===== src/rtl/ptw_responder_pkg.sv =====
// Shared definitions for the page-table-walk responder: FSM states, PTE
// bit positions, cache geometry and the bus-wait default.
package ptw_responder_pkg;

  typedef enum logic [1:0] {
    IDLE = 2'd0,
    BUS  = 2'd1,
    RESP = 2'd2
  } ptw_state_e;

  // Valid bit of a RISC-V PTE.
  localparam int unsigned PTE_V = 0;

  // Default bus-wait limit in cycles (8-bit counter, so 1..255).
  localparam int unsigned TIMEOUT_DEFAULT = 255;

  // Cache geometry: direct mapped, indexed by word address bits [3:2],
  // tagged with the remaining upper bits.
  localparam int unsigned CACHE_ENTRIES = 4;
  localparam int unsigned IDX_LSB       = 2;
  localparam int unsigned IDX_MSB       = 3;
  localparam int unsigned TAG_LSB       = 4;
  localparam int unsigned TAG_MSB       = 31;
  localparam int unsigned IDX_W         = IDX_MSB - IDX_LSB + 1;
  localparam int unsigned TAG_W         = TAG_MSB - TAG_LSB + 1;

  typedef struct packed {
    logic [TAG_W-1:0] tag;
    logic [31:0]      data;
  } pte_entry_t;

  // PTE returned on bus error or timeout: all zero, in particular V clear,
  // so the MMU raises a page fault.
  function automatic logic [31:0] fault_pte();
    logic [31:0] pte;
    pte        = '0;
    pte[PTE_V] = 1'b0;
    return pte;
  endfunction

endpackage


===== src/rtl/ptw_pte_cache.sv =====
// Four-entry direct-mapped PTE cache: combinational lookup, single-cycle
// fill, and a flush that drops every valid bit at once.
module ptw_pte_cache
  import ptw_responder_pkg::*;
(
  input  logic             clk,
  input  logic             rst_n,
  input  logic [IDX_W-1:0] lookup_idx,
  input  logic [TAG_W-1:0] lookup_tag,
  output logic             lookup_hit,
  output logic [31:0]      lookup_data,
  input  logic             fill_en,
  input  logic [IDX_W-1:0] fill_idx,
  input  logic [TAG_W-1:0] fill_tag,
  input  logic [31:0]      fill_data,
  input  logic             flush
);

  logic [CACHE_ENTRIES-1:0] valid_q;
  pte_entry_t               entry_q [CACHE_ENTRIES];

  // Valid bits: flush wins over a fill in the same cycle.
  always_ff @(posedge clk or negedge rst_n) begin
    // NOTE: sequential state is always assigned with <= so every flop
    // samples the pre-edge value of its neighbours.
    if (!rst_n) begin
      valid_q <= '0;
    end else if (flush) begin
      valid_q <= '0;
    end else if (fill_en) begin
      valid_q[fill_idx] <= 1'b1;
    end
  end

  // Tag/data storage is only meaningful behind a valid bit.
  always_ff @(posedge clk) begin
    // NOTE: the storage array is deliberately not reset; the valid bits
    // alone decide whether an entry may be used.
    if (fill_en) begin
      entry_q[fill_idx] <= '{tag: fill_tag, data: fill_data};
    end
  end

  assign lookup_hit  = valid_q[lookup_idx] && (entry_q[lookup_idx].tag == lookup_tag);
  assign lookup_data = entry_q[lookup_idx].data;

endmodule


===== src/rtl/ptw_responder.sv =====
// Page-table-walk responder: answers MMU PTE reads from a small cache or
// through a Wishbone classic read, with error/timeout turned into V=0.
module ptw_responder
  import ptw_responder_pkg::*;
#(
  parameter int unsigned CACHE_EN = 1,
  parameter int unsigned TIMEOUT  = TIMEOUT_DEFAULT
) (
  input  logic        clk,
  input  logic        rst_n,
  input  logic        ptw_req,
  input  logic [31:0] ptw_addr,
  output logic [31:0] ptw_data,
  output logic        ptw_ack,
  input  logic        pte_flush,
  output logic        wb_cyc_o,
  output logic        wb_stb_o,
  output logic [31:0] wb_adr_o,
  output logic [3:0]  wb_sel_o,
  output logic        wb_we_o,
  input  logic [31:0] wb_dat_i,
  input  logic        wb_ack_i,
  input  logic        wb_err_i
);

  // Counter value seen in the last permitted bus cycle; the completing
  // edge then brings the counter to TIMEOUT.
  localparam logic [7:0] TMO_LAST = 8'(TIMEOUT - 1);

  ptw_state_e  state;
  logic [31:2] addr_q;
  logic [7:0]  tmo_cnt;
  logic        flush_seen;

  logic        cache_hit;
  logic [31:0] cache_data;
  logic        lookup_hit;
  logic        fill_en;
  logic        bus_done;
  logic        tmo_done;
  logic        unused_addr_bits;

  // Byte offset of a PTE address never reaches the bus or the cache.
  assign unused_addr_bits = ^ptw_addr[1:0];

  // A flush in the request cycle forces a miss even if the entry matched.
  assign lookup_hit = (CACHE_EN != 0) && cache_hit && !pte_flush;

  // Ack and err take precedence; the timeout only ends a silent cycle.
  assign tmo_done = !wb_ack_i && !wb_err_i && (tmo_cnt == TMO_LAST);
  assign bus_done = wb_ack_i || wb_err_i || tmo_done;

  // Only a clean ack with no flush anywhere in the bus cycle is cached.
  assign fill_en = (CACHE_EN != 0) && (state == BUS) && wb_ack_i && !wb_err_i &&
                   !flush_seen && !pte_flush;

  ptw_pte_cache u_cache (
    .clk         (clk),
    .rst_n       (rst_n),
    .lookup_idx  (ptw_addr[IDX_MSB:IDX_LSB]),
    .lookup_tag  (ptw_addr[TAG_MSB:TAG_LSB]),
    .lookup_hit  (cache_hit),
    .lookup_data (cache_data),
    .fill_en     (fill_en),
    .fill_idx    (addr_q[IDX_MSB:IDX_LSB]),
    .fill_tag    (addr_q[TAG_MSB:TAG_LSB]),
    .fill_data   (wb_dat_i),
    .flush       (pte_flush)
  );

  // Walk FSM with registered MMU and Wishbone outputs.
  always_ff @(posedge clk or negedge rst_n) begin
    if (!rst_n) begin
      state      <= IDLE;
      addr_q     <= '0;
      tmo_cnt    <= '0;
      flush_seen <= 1'b0;
      ptw_ack    <= 1'b0;
      ptw_data   <= '0;
      wb_cyc_o   <= 1'b0;
      wb_stb_o   <= 1'b0;
      wb_adr_o   <= '0;
      wb_sel_o   <= '0;
      wb_we_o    <= 1'b0;
    end else begin
      ptw_ack <= 1'b0;
      unique case (state)
        IDLE: begin
          if (ptw_req) begin
            addr_q <= ptw_addr[31:2];
            if (lookup_hit) begin
              state    <= RESP;
              ptw_ack  <= 1'b1;
              ptw_data <= cache_data;
            end else begin
              state      <= BUS;
              tmo_cnt    <= '0;
              flush_seen <= 1'b0;
              wb_cyc_o   <= 1'b1;
              wb_stb_o   <= 1'b1;
              wb_adr_o   <= {ptw_addr[31:2], 2'b00};
              wb_sel_o   <= 4'hF;
              wb_we_o    <= 1'b0;
            end
          end
        end
        BUS: begin
          if (pte_flush) begin
            flush_seen <= 1'b1;
          end
          if (!wb_ack_i && !wb_err_i) begin
            tmo_cnt <= tmo_cnt + 8'd1;
          end
          if (bus_done) begin
            state    <= RESP;
            ptw_ack  <= 1'b1;
            ptw_data <= (wb_ack_i && !wb_err_i) ? wb_dat_i : fault_pte();
            wb_cyc_o <= 1'b0;
            wb_stb_o <= 1'b0;
            wb_sel_o <= '0;
          end
        end
        RESP: begin
          // The request still held here is the one being acknowledged.
          state <= IDLE;
        end
        default: begin
          state <= IDLE;
        end
      endcase
    end
  end

endmodule


===== config.mk =====
export PLATFORM = sky130hd
export DESIGN_NAME = ptw_responder
export DESIGN_NICKNAME = d
export VERILOG_FILES = /design/src/rtl/ptw_responder_pkg.sv /design/src/rtl/ptw_pte_cache.sv /design/src/rtl/ptw_responder.sv
export SDC_FILE = /design/constraint.sdc
export NUM_CORES = 1
export LEC_CHECK = 0
export ABC_AREA = 1
export ABC_CLOCK_PERIOD_IN_PS = 9900
export BUFFER_PORTS_ARGS = -buffer_cell sky130_fd_sc_hd__buf_2
export CORE_MARGIN = 2
export CORE_UTILIZATION = 61
export CTS_CLUSTER_DIAMETER = 40
export DETAILED_ROUTE_END_ITERATION = 10
export GPL_ROUTABILITY_DRIVEN = 0
export HOLD_SLACK_MARGIN = 0.02
export PLACE_DENSITY = 0.82
export SYNTH_ARGS = -nofsm -noshare
export SYNTH_HDL_FRONTEND = slang
export SYNTH_SLANG_ARGS = --single-unit

===== constraint.sdc =====
create_clock -name clk -period 9.9 [get_ports clk]
set_clock_uncertainty 0.15 [all_clocks]
set_input_delay 1.98 -clock clk [delete_from_list [all_inputs] [get_ports clk]]
set_output_delay 1.98 -clock clk [all_outputs]
set_load 0.005 [all_outputs]

==> results of run 1 <==
==> cell type report <==
type | count | share of cell area
Clock inverter | 24 | 0.01510
Tap cell | 319 | 0.02409
Timing Repair Buffer | 149 | 0.04727
Inverter | 35 | 0.008156
Sequential cell | 349 | 0.5996
Clock buffer | 46 | 0.06427
Multi-Input combinational cell | 850 | 0.2415
==> cell families (layout without fill, tap and decap cells) <==
| family | Yosys count | after routing | share of synthesized area |
|---|---|---|---|
| AOI/OAI and AO/OA | 160 | 160 | 0.07271 |
| buffers and inverters | 118 | 254 | 0.03804 |
| xor gates and xnor gates | 1 | 1 | 0.0006067 |
| other | 1 | 3 | 0.0002597 |
| DFF | 349 | 349 | 0.6881 |
| adders and majority gates | 2 | 2 | 0.001733 |
| and+or+nand+nor | 684 | 684 | 0.1985 |
==> worst reg2reg max path, stage by stage (launching register included) <==
cell	delay [ns]
dfrtp_1	0.40
nor2_4	0.10
buf_4	0.62
nand3_1	0.61
nor2_4	1.00
buf_4	0.59
==> synth_stat cells, types with 3 or more instances <==
| cell type | count | area (sq um) |
|---|---|---|
| nand4_1 | 6 | 37.54 |
| buf_1 | 15 | 56.30 |
| a21oi_1 | 70 | 350.3 |
| a31o_2 | 32 | 280.3 |
| buf_4 | 22 | 165.2 |
| nand3_1 | 141 | 705.7 |
| nand2_1 | 489 | 1836 |
| o21ai_1 | 3 | 15.01 |
| o21ai_0 | 17 | 85.08 |
| buf_2 | 17 | 85.08 |
| a221oi_1 | 32 | 280.3 |
| dfrtp_1 | 109 | 2728 |
| inv_1 | 31 | 116.4 |
| clkbuf_1 | 29 | 108.9 |
| nor3_1 | 3 | 15.01 |
| nand3b_1 | 13 | 97.59 |
| o22ai_1 | 4 | 25.02 |
| edfxtp_1 | 240 | 7207 |
| nor2_1 | 22 | 82.58 |
==> through the flow <==
step | worst slack (ns) | utilization
finish | 3.816 | 0.7101
detailed placement | 3.497 | 0.6537
global route | 3.547 | 0.7101
CTS | 3.896 | 0.7101
floorplan | 3.924 | -
global placement | 3.584 | 0.6537
==> worst max-delay path by stage <==
stage / from / end / slack, ns / cells after the start
5_1_grt: ptw_addr[2] / ptw_data[23]$_DFFE_PN0P_ / 3.55 / 16
4_1_cts: ptw_addr[2] / ptw_data[5]$_DFFE_PN0P_ / 3.90 / 16
6_report: ptw_addr[2] / ptw_data[23]$_DFFE_PN0P_ / 3.82 / 16
3_3_place_gp: ptw_addr[2] / ptw_data[5]$_DFFE_PN0P_ / 3.58 / 14
3_5_place_dp: ptw_addr[2] / ptw_data[23]$_DFFE_PN0P_ / 3.50 / 14
2_1_floorplan: wb_ack_i / u_cache.entry_q[0][0]$_DFFE_PP_ / 3.92 / 5
==> power groups by stage <==
stage	sequential [mW]	clock (mW)	combinational, mW
after detailed placement	1.93	0	0.580
final	1.90	1.45	0.589
after global routing	1.93	1.51	0.662
after CTS	1.90	1.46	0.592
after floorplan	1.92	0	0.336
after global placement	1.92	0	0.561
==> layer usage <==
layer / part of all wire / GRT usage
met5: 0.00039 / 0
met4: 0.021 / 0.1000
met3: 0.085 / 0.04845
met2: 0.51 / 0.4578
met1: 0.39 / 0.3577
==> flip-flops by register name, summed over array words and instances (netlist names) <==
signal,flops
tmo_cnt,8
wb_adr_o,30
addr_q,30
wb_sel_o,1
ptw_ack,1
u_cache.entry_q,240
ptw_data,32
u_cache.valid_q,4
flush_seen,1
state,2
==> metrics.md, run 1 <==
| Metric | Value |
|---|---|
| Total design power | 3.942 mW |
| CTS tree | yes |
| Fin area | 0.01657 sq mm |
| Commonest non-fill, non-tap cell in the layout | nand2_1 |
| Crit path max-delay family | simple AND/OR/NAND/NOR gates |
| CP Buf/Inv Count | 4 |
| NetSw | 1.047 mW |
| H-tree level count | 2 |
| Die X | 157.8 um |
| Logic pwr share | 0.149 |
| Root Driver | clkbuf_16 |
| Distinct cell type count after synthesis | 33 |
| N_diodes | 0 |
| I/O pin count | 142 |
| Pwr Density | 237.9 mW/mm^2 |
| Clock buffer count from CTS | 38 |
| VDD IR-drop max | 0.0001637 V |
| Type of the most critical hold path | reg2reg |
| Hpwl dp | 17.73 mm |
| Status | completed |
| # hold bufs at CTS | 0 |
| Initial Util | 0.6188 |
| Hold endpoint | wb_adr_o[8]$_DFFE_PN0P_ |
| Port Buf Inserts | 136 |
| Final count of pins violating max slew | 0 |
| YS warnings | 0 |
| Post-Synthesis Cells | 1315 |
| Max frequency | 164.4 MHz |
| Drt total wl | 33.69 mm |
| Postcts setup bufs | 0 |
| GRT overflow | 0 |
| Commonest non-fill, non-tap cells in the layout | nand2_1 (489), edfxtp_1 (240), nand3_1 (141) |
| Avg Vias per Cell | 5.866 |
| P_int | 2.895 mW |
| Clock sink total | 349 |
| Reg clk slew, reported paths | 0.06 ns |
| Unrepaired setup endpoints after global routing | false |
| Cell count of the worst reg-to-reg path | 5 |
| Critical path launch point type | input port |
| DP Cell Count | 1702 |
| Post-cts sizing count | 0 |
| Switching share of power | 0.2655 |
| DRC | 0 |
| Slew @ Worst Pin | 1.081 ns |
| CP Capture Type | register |
| Seq/Total Area, Yosys | 0.6881 |
| Final Instance Count excl. Fillers | 1772 |
| Clock network fraction of total power | 0.367 |
| Core Region | 0.02333 sq mm |
| Post-Syn Area | 0.01444 sq mm |
| Crit path DAT | 6.38 ns |
| Period utilization | 0.6146 |
| Final setup violation count | 0 |
| EDFF count, synth | 240 |
| Initial detailed-routing violation count | 1130 |
| FF+latch count, synth | 349 |
| Placed instance area | 0.01525 sq mm |
| Slew margin rel. | 0.2776 |
| Reg area | 0.009935 sq mm |
| GRT Overall Usage | 0.2719 |
| First-pass GRT wire length | 52.16 mm |
| Hold Path Origin | wb_adr_o[8]$_DFFE_PN0P_ |
| Crit path kind | in2reg |
| Slowest cell delay on critical path | 0.78 ns |
| Vias in the first global route | 10330 |
| Period minus WS final | 6.084 ns |
| Synth Flop Type | edfxtp_1 |
| R2r startpoint | state[1]$_DFFE_PN0P_ |
| Fin. Hold Viols | 0 |
| Routed Antenna Nets | 0 |
| Final net count | 1495 |
| Crit path max fanout | 90 |
| Synthesized area per cell | 10.98 sq um |
| Static leakage | 7.017 nW |
| Critical Path, Cell by Cell | buf_4 -> clkinv_2 -> buf_4 -> nand2_1 -> nand3_1 -> nand3b_1 -> nand2_1 -> inv_1 -> nand2_1 -> nor2_1 -> nand2_1 -> nor2_4 -> nand3_4 -> nand2_2 -> nand2_1 -> nand2_1 |
| Chip height | 157.8 um |
| CP max stage cell | nand2_2 |
| Drt pass-1 iters | 7 |
| Area occupied by multi-input gates | 0.004001 sq mm |
| Wire length per cell | 19.01 um |
| Layout fillers | 1525 |
| Via count | 10390 |
| Area Overhead vs Synth | 14.76% |
| Final hold slack | 0.3130 ns |
| Max-capacitance violation count | 0 |
| Crit path required time | 10.20 ns |
| Most frequent CP cell | nand2_1 |
| Deepest clock path buffer count | 3 |
| Clock Latency Late Sink | 0.52 ns |
| Setup TNS | 0 ns |
| R2R Setup Slk | 6.04 ns |
| Largest net degree at the start of global routing | 91 |
| Initial antenna violation count | 1 |
| Die Footprint | 0.02492 sq mm |
| FP Rows | 56 |
| Post-synth ARST share | 0.3123 |
| Reg2reg end | u_cache.entry_q[2][16]$_DFFE_PP_ |
| Seq pwr share | 0.483 |
| Hold depth | 2 |
| Share of cells above drive strength 1 | 0.1810 |
(Power assumes the default switching activity.)
==> run 2, diff against run 1 <==
--- a/config.mk
+++ b/config.mk
@@ -6,15 +6,15 @@
 export NUM_CORES = 1
 export LEC_CHECK = 0
 export ABC_AREA = 1
-export ABC_CLOCK_PERIOD_IN_PS = 9900
+export ABC_CLOCK_PERIOD_IN_PS = 4900
 export BUFFER_PORTS_ARGS = -buffer_cell sky130_fd_sc_hd__buf_2
 export CORE_MARGIN = 2
-export CORE_UTILIZATION = 61
+export CORE_UTILIZATION = 53
 export CTS_CLUSTER_DIAMETER = 40
 export DETAILED_ROUTE_END_ITERATION = 10
 export GPL_ROUTABILITY_DRIVEN = 0
 export HOLD_SLACK_MARGIN = 0.02
-export PLACE_DENSITY = 0.82
+export PLACE_DENSITY = 0.76
 export SYNTH_ARGS = -nofsm -noshare
 export SYNTH_HDL_FRONTEND = slang
 export SYNTH_SLANG_ARGS = --single-unit
==> constraint.sdc (replaced) <==
create_clock -name clk -period 4.9 [get_ports clk]
set_clock_uncertainty 0.15 [all_clocks]
set_input_delay 0.98 -clock clk [delete_from_list [all_inputs] [get_ports clk]]
set_output_delay 0.98 -clock clk [all_outputs]
set_load 0.005 [all_outputs]
==> metrics.md, run 2 (same netlist as run 1, synthesis figures left out) <==
| Metric | Value |
|---|---|
| R2r startpoint | state[1]$_DFFE_PN0P_ |
| Routed Antenna Nets | 0 |
| Uppermost layer routed | met4 |
| Slew margin rel. | 0.3448 |
| Die Footprint | 0.02858 sq mm |
| Postcts setup bufs | 0 |
| Chip height | 169.0 um |
| Final count of pins violating max slew | 0 |
| Drt pass-1 iters | 6 |
| Crit path kind | in2reg |
| FP Rows | 60 |
| Period utilization | 0.7552 |
| Commonest non-fill, non-tap cell in the layout | nand2_1 |
| I/O pin count | 142 |
| Hpwl dp | 18.35 mm |
| Initial detailed-routing violation count | 928 |
| Worst Setup SP | ptw_addr[2] |
| Met1 WL | 14.04 mm |
| Reg2reg end | u_cache.entry_q[2][3]$_DFFE_PP_ |
| Unrepaired setup endpoints after global routing | false |
| Vias in the first global route | 10050 |
| Clock buffer count from CTS | 41 |
| Wire length per cell | 18.62 um |
| Core Region | 0.02688 sq mm |
| Met3 wire length | 2.086 mm |
| Hold depth | 2 |
| Clock sink total | 349 |
| Crit path DAT | 3.94 ns |
| Final Instance Count excl. Fillers | 1810 |
| Crit path required time | 5.14 ns |
| Pwr Density | 481.7 mW/mm^2 |
| Hold Path Origin | wb_adr_o[16]$_DFFE_PN0P_ |
| CTS tree | yes |
| Clock Latency Late Sink | 0.52 ns |
| Initial antenna violation count | 3 |
| VDD IR-drop max | 0.0003358 V |
| Met2 WL | 16.87 mm |
| Biggest regs | u_cache.entry_q x240, ptw_data x32 |
| Max frequency | 270.2 MHz |
| Reg area | 0.009935 sq mm |
| Period minus WS final | 3.700 ns |
| Die X | 169.0 um |
| Share of cells above drive strength 1 | 0.1827 |
| H-tree level count | 2 |
| Reg clk slew, reported paths | 0.05 ns |
| Static leakage | 7.093 nW |
| # hold bufs at CTS | 0 |
| Slew @ Worst Pin | 0.9827 ns |
| First-pass GRT wire length | 52.45 mm |
| Post-cts sizing count | 0 |
| CP Capture Type | register |
| Total design power | 8.082 mW |
| Critical path launch point type | input port |
| Via count | 10250 |
| Port Buf Inserts | 136 |
| Initial Util | 0.5372 |
| Cell count of the worst reg-to-reg path | 5 |
| Hold endpoint | wb_adr_o[16]$_DFFE_PN0P_ |
| Avg Vias per Cell | 5.665 |
| DRC | 0 |
| R2R Setup Slk | 1.47 ns |
| Drt total wl | 33.70 mm |
| DP Cell Count | 1733 |
| Area Overhead vs Synth | 16.21% |
| Area occupied by multi-input gates | 0.004001 sq mm |
| Max-capacitance violation count | 0 |
| Crit path max fanout | 64 |
| Root Driver | clkbuf_16 |
| Final net count | 1507 |
| Max FFs per register | 240 |
| Largest net degree at the start of global routing | 124 |
| Layout fillers | 2043 |
| Fin. Hold Viols | 0 |
| Final setup violation count | 0 |
| Deepest clock path buffer count | 3 |
| Commonest non-fill, non-tap cells in the layout | nand2_1 (489), edfxtp_1 (240), nand3_1 (141) |
| GRT overflow | 0 |
| Type of the most critical hold path | reg2reg |
| Status | completed |
| GRT Overall Usage | 0.2334 |
| Register with the most flip-flops | u_cache.entry_q |
==> run 2: worst max path at each step <==
stage                                                  to  slack (ns)
after global placement           ptw_data[10]$_DFFE_PN0P_        0.75
after CTS                        ptw_data[10]$_DFFE_PN0P_        1.24
after detailed placement         ptw_data[10]$_DFFE_PN0P_        0.69
final                             wb_adr_o[7]$_DFFE_PN0P_        1.20
after global routing             ptw_data[16]$_DFFE_PN0P_        0.82
after floorplan           u_cache.entry_q[0][0]$_DFFE_PP_       -0.08
==> run 2: where the power goes <==
group | total (mW) | switching, mW | internal (mW)
combinational | 1.18 | 0.712 | 0.472
sequential | 3.85 | 0.244 | 3.61
clock | 3.05 | 1.16 | 1.89
total | 8.08 | 2.11 | 5.97
==> run 2: cell type report <==
type                       count  share of cell area
sequential                   349              0.5921
multi-input combinational    850              0.2385
clock buffer                  54             0.06719
timing repair buffer         158             0.05370
tap                          341             0.02543
clock inverter                21             0.01469
inverter                      35            0.008054
antenna                        2           0.0002983
==> run 2: critical path, stage by stage <==
cell and delay [ns]:
buf_4 0.11, clkinv_2 0.72, nand2_1 0.26, nand3_1 0.13
nand2_1 0.12, nand2_1 0.08, nand2_1 0.07, inv_1 0.05
nand2_1 0.06, nor2_1 0.04, nand2_1 0.11, nor2_4 0.06
nand2_1 0.08, nand3_2 0.66, nand2_1 0.27, nand2_1 0.07
==> run 2: stage by stage <==
| stage | setup slack [ns] | TNS (ns) | cell area [sq um] | util | hold slack (ns) |
|---|---|---|---|---|---|
| floorplan | -0.07619 | -18.29 | 14450 | - | 0.2929 |
| global placement | 0.7489 | 0 | 15400 | 0.5730 | 0.2996 |
| detailed placement | 0.6869 | 0 | 15400 | 0.5730 | 0.3035 |
| CTS | 1.236 | 0 | 16770 | 0.6241 | 0.3169 |
| global route | 0.8166 | 0 | 16780 | 0.6243 | 0.3374 |
| finish | 1.200 | 0 | 16780 | 0.6243 | 0.3117 |
==> run 2: metal layers <==
| metal | vias up | track usage |
|---|---|---|
| li1 | 4809 | - |
| met1 | 5026 | 0.3043 |
| met2 | 369 | 0.4065 |
| met3 | 49 | 0.03367 |
| met4 | 0 | 0.07655 |
| met5 | - | 0 |
==> run 3, diff against run 2 <==
--- a/config.mk
+++ b/config.mk
@@ -6,15 +6,15 @@
 export NUM_CORES = 1
 export LEC_CHECK = 0
 export ABC_AREA = 1
-export ABC_CLOCK_PERIOD_IN_PS = 4900
+export ABC_CLOCK_PERIOD_IN_PS = 3720
 export BUFFER_PORTS_ARGS = -buffer_cell sky130_fd_sc_hd__buf_2
 export CORE_MARGIN = 2
-export CORE_UTILIZATION = 53
+export CORE_UTILIZATION = 59
 export CTS_CLUSTER_DIAMETER = 40
 export DETAILED_ROUTE_END_ITERATION = 10
 export GPL_ROUTABILITY_DRIVEN = 0
 export HOLD_SLACK_MARGIN = 0.02
-export PLACE_DENSITY = 0.76
+export PLACE_DENSITY = 0.8
 export SYNTH_ARGS = -nofsm -noshare
 export SYNTH_HDL_FRONTEND = slang
 export SYNTH_SLANG_ARGS = --single-unit
==> constraint.sdc (replaced) <==
create_clock -name clk -period 3.72 [get_ports clk]
set_clock_uncertainty 0.15 [all_clocks]
set_input_delay 0.744 -clock clk [delete_from_list [all_inputs] [get_ports clk]]
set_output_delay 0.744 -clock clk [all_outputs]
set_load 0.005 [all_outputs]
==> metrics.md, run 3 (same netlist as run 1, synthesis figures left out) <==
| Metric | Value |
|---|---|
| Status | completed |
| Slew @ Worst Pin | 0.7688 ns |
| Avg Vias per Cell | 5.846 |
| Initial Util | 0.5972 |
| Largest net degree at the start of global routing | 85 |
| First-pass GRT wire length | 54.69 mm |
| Port Buf Inserts | 136 |
| Cell count of the worst reg-to-reg path | 6 |
| CP max stage cell | nor2_1 |
| DP Cell Count | 1723 |
| Post-cts sizing count | 0 |
| Most frequent CP cell | nand2_1 |
| Final Instance Count excl. Fillers | 1801 |
| Die Footprint | 0.02574 sq mm |
| Core Region | 0.02418 sq mm |
| Area Overhead vs Synth | 17.12% |
| # hold bufs at CTS | 1 |
| Postcts setup bufs | 0 |
| Wire length per cell | 19.00 um |
| Seq pwr share | 0.469 |
| Via count | 10530 |
| Clock sink total | 349 |
| Fin area | 0.01691 sq mm |
| Commonest non-fill, non-tap cell in the layout | nand2_1 |
| Reg clk slew, reported paths | 0.06 ns |
| Commonest non-fill, non-tap cells in the layout | nand2_1 (489), edfxtp_1 (240), nand3_1 (141) |
| Period minus WS final | 2.750 ns |
| Static leakage | 7.164 nW |
| Max FFs per register | 240 |
| Unrepaired setup endpoints after global routing | false |
| CP Capture Type | register |
| Final setup violation count | 0 |
| Slew margin rel. | 0.4875 |
| Initial antenna violation count | 2 |
| Share of cells above drive strength 1 | 0.1919 |
| Biggest regs | u_cache.entry_q x240, ptw_data x32 |
| Die X | 160.4 um |
| Slowest cell delay on critical path | 0.56 ns |
| Final count of pins violating max slew | 0 |
| Clock network fraction of total power | 0.382 |
| Vias in the first global route | 10720 |
| Crit. path cell count | 6 |
| CTS tree | yes |
| FP Rows | 57 |
| Period utilization | 0.7392 |
| Register with the most flip-flops | u_cache.entry_q |
| NetSw | 2.866 mW |
| GRT Overall Usage | 0.2688 |
| Switching share of power | 0.2654 |
| Placed instance area | 0.01548 sq mm |
| Crit path max fanout | 11 |
| Clock buffer count from CTS | 41 |
| Critical path launch point type | register |
| Type of the most critical hold path | in2reg |
| Drt total wl | 34.22 mm |
| Final net count | 1515 |
| Logic pwr share | 0.149 |
| Crit path required time | 3.98 ns |
| VDD IR-drop max | 0.0003649 V |
| Routed Antenna Nets | 0 |
| I/O pin count | 142 |
| Pwr Density | 638.7 mW/mm^2 |
| Hpwl dp | 19.51 mm |
| Critical Path, Cell by Cell | nor2_1 -> nand2_1 -> o21ai_1 -> nand2_2 -> nand2_1 -> nand2_1 |
| Clock Latency Late Sink | 0.54 ns |
| DRC | 0 |
| Fin. Hold Viols | 0 |
| P_int | 7.934 mW |
| H-tree level count | 2 |
| Hold depth | 1 |
| Total design power | 10.80 mW |
| Deepest clock path buffer count | 3 |
| Root Driver | clkbuf_16 |
| Drt pass-1 iters | 5 |
| GRT overflow | 0 |
| Crit path DAT | 3.01 ns |
| Max-capacitance violation count | 0 |
| Crit path kind | reg2reg |
| Chip height | 160.4 um |
| Crit path max-delay family | simple AND/OR/NAND/NOR gates |
| CP Buf/Inv Count | 0 |
| Initial detailed-routing violation count | 1032 |
| Max frequency | 363.6 MHz |
==> run 3: cell types whose count changed in the layout (fill, tap and decap cells not counted), sizes merged <==
cell / change
buf: +7
clkbuf: -5
inv: +4
dlygate4sd3: +1
clkinv: -3
bufinv: +1
clkinvlp: +3
==> run 3: final cells by class <==
cell class / count / area (sq um)
flip-flops and latches: 349 / 9935
fillers: 1636 / 7268
multi-input cells: 850 / 4001
clock buffers: 49 / 1086
repair buffers: 166 / 1013
well taps: 324 / 405.4
clock inverters: 26 / 327.8
inverters: 35 / 135.1
diodes: 2 / 5.005
==> run 3: path summary, 6_finish.rpt <==
check	start	endpoint	slack, ns
max	state[1]$_DFFE_PN0P_	tmo_cnt[0]$_DFFE_PN0P_	0.97
min	wb_dat_i[26]	u_cache.entry_q[1][26]$_DFFE_PP_	0.30
max reg2reg	state[1]$_DFFE_PN0P_	tmo_cnt[0]$_DFFE_PN0P_	0.97
min reg2reg	wb_adr_o[7]$_DFFE_PN0P_	wb_adr_o[7]$_DFFE_PN0P_	0.31
max in group asynchronous	rst_n	ptw_data[0]$_DFFE_PN0P_	2.00
min in group asynchronous	rst_n	ptw_data[18]$_DFFE_PN0P_	0.57
==> run 3: power groups by stage <==
stage          clock network, mW  logic (mW)  registers (mW)
6_report                    4.13        1.60            5.07
5_1_grt                     4.31        1.79            5.13
4_1_cts                     4.15        1.62            5.06
3_5_place_dp                   0        1.59            5.13
3_3_place_gp                   0        1.54            5.11
2_1_floorplan                  0       0.896            5.12
==> run 3: routing by layer <==
layer	wire, um	global-route usage	vias to the layer above
met3	2578	0.04158	65
met5	0	0	-
met1	13490	0.3524	5189
met2	17410	0.4606	444
li1	-	-	4830
met4	749	0.09705	0
==> run 3: metrics by stage <==
step	setup slack, ns	TNS (ns)	hold WS [ns]	util
finish	0.9701	0	0.2985	0.6994
global route	0.7487	0	0.2911	0.6993
CTS	0.9706	0	0.2858	0.6992
detailed placement	0.5382	0	0.3030	0.6403
global placement	0.6138	0	0.3001	0.6403
floorplan	-0.07838	-18.81	0.2929	-
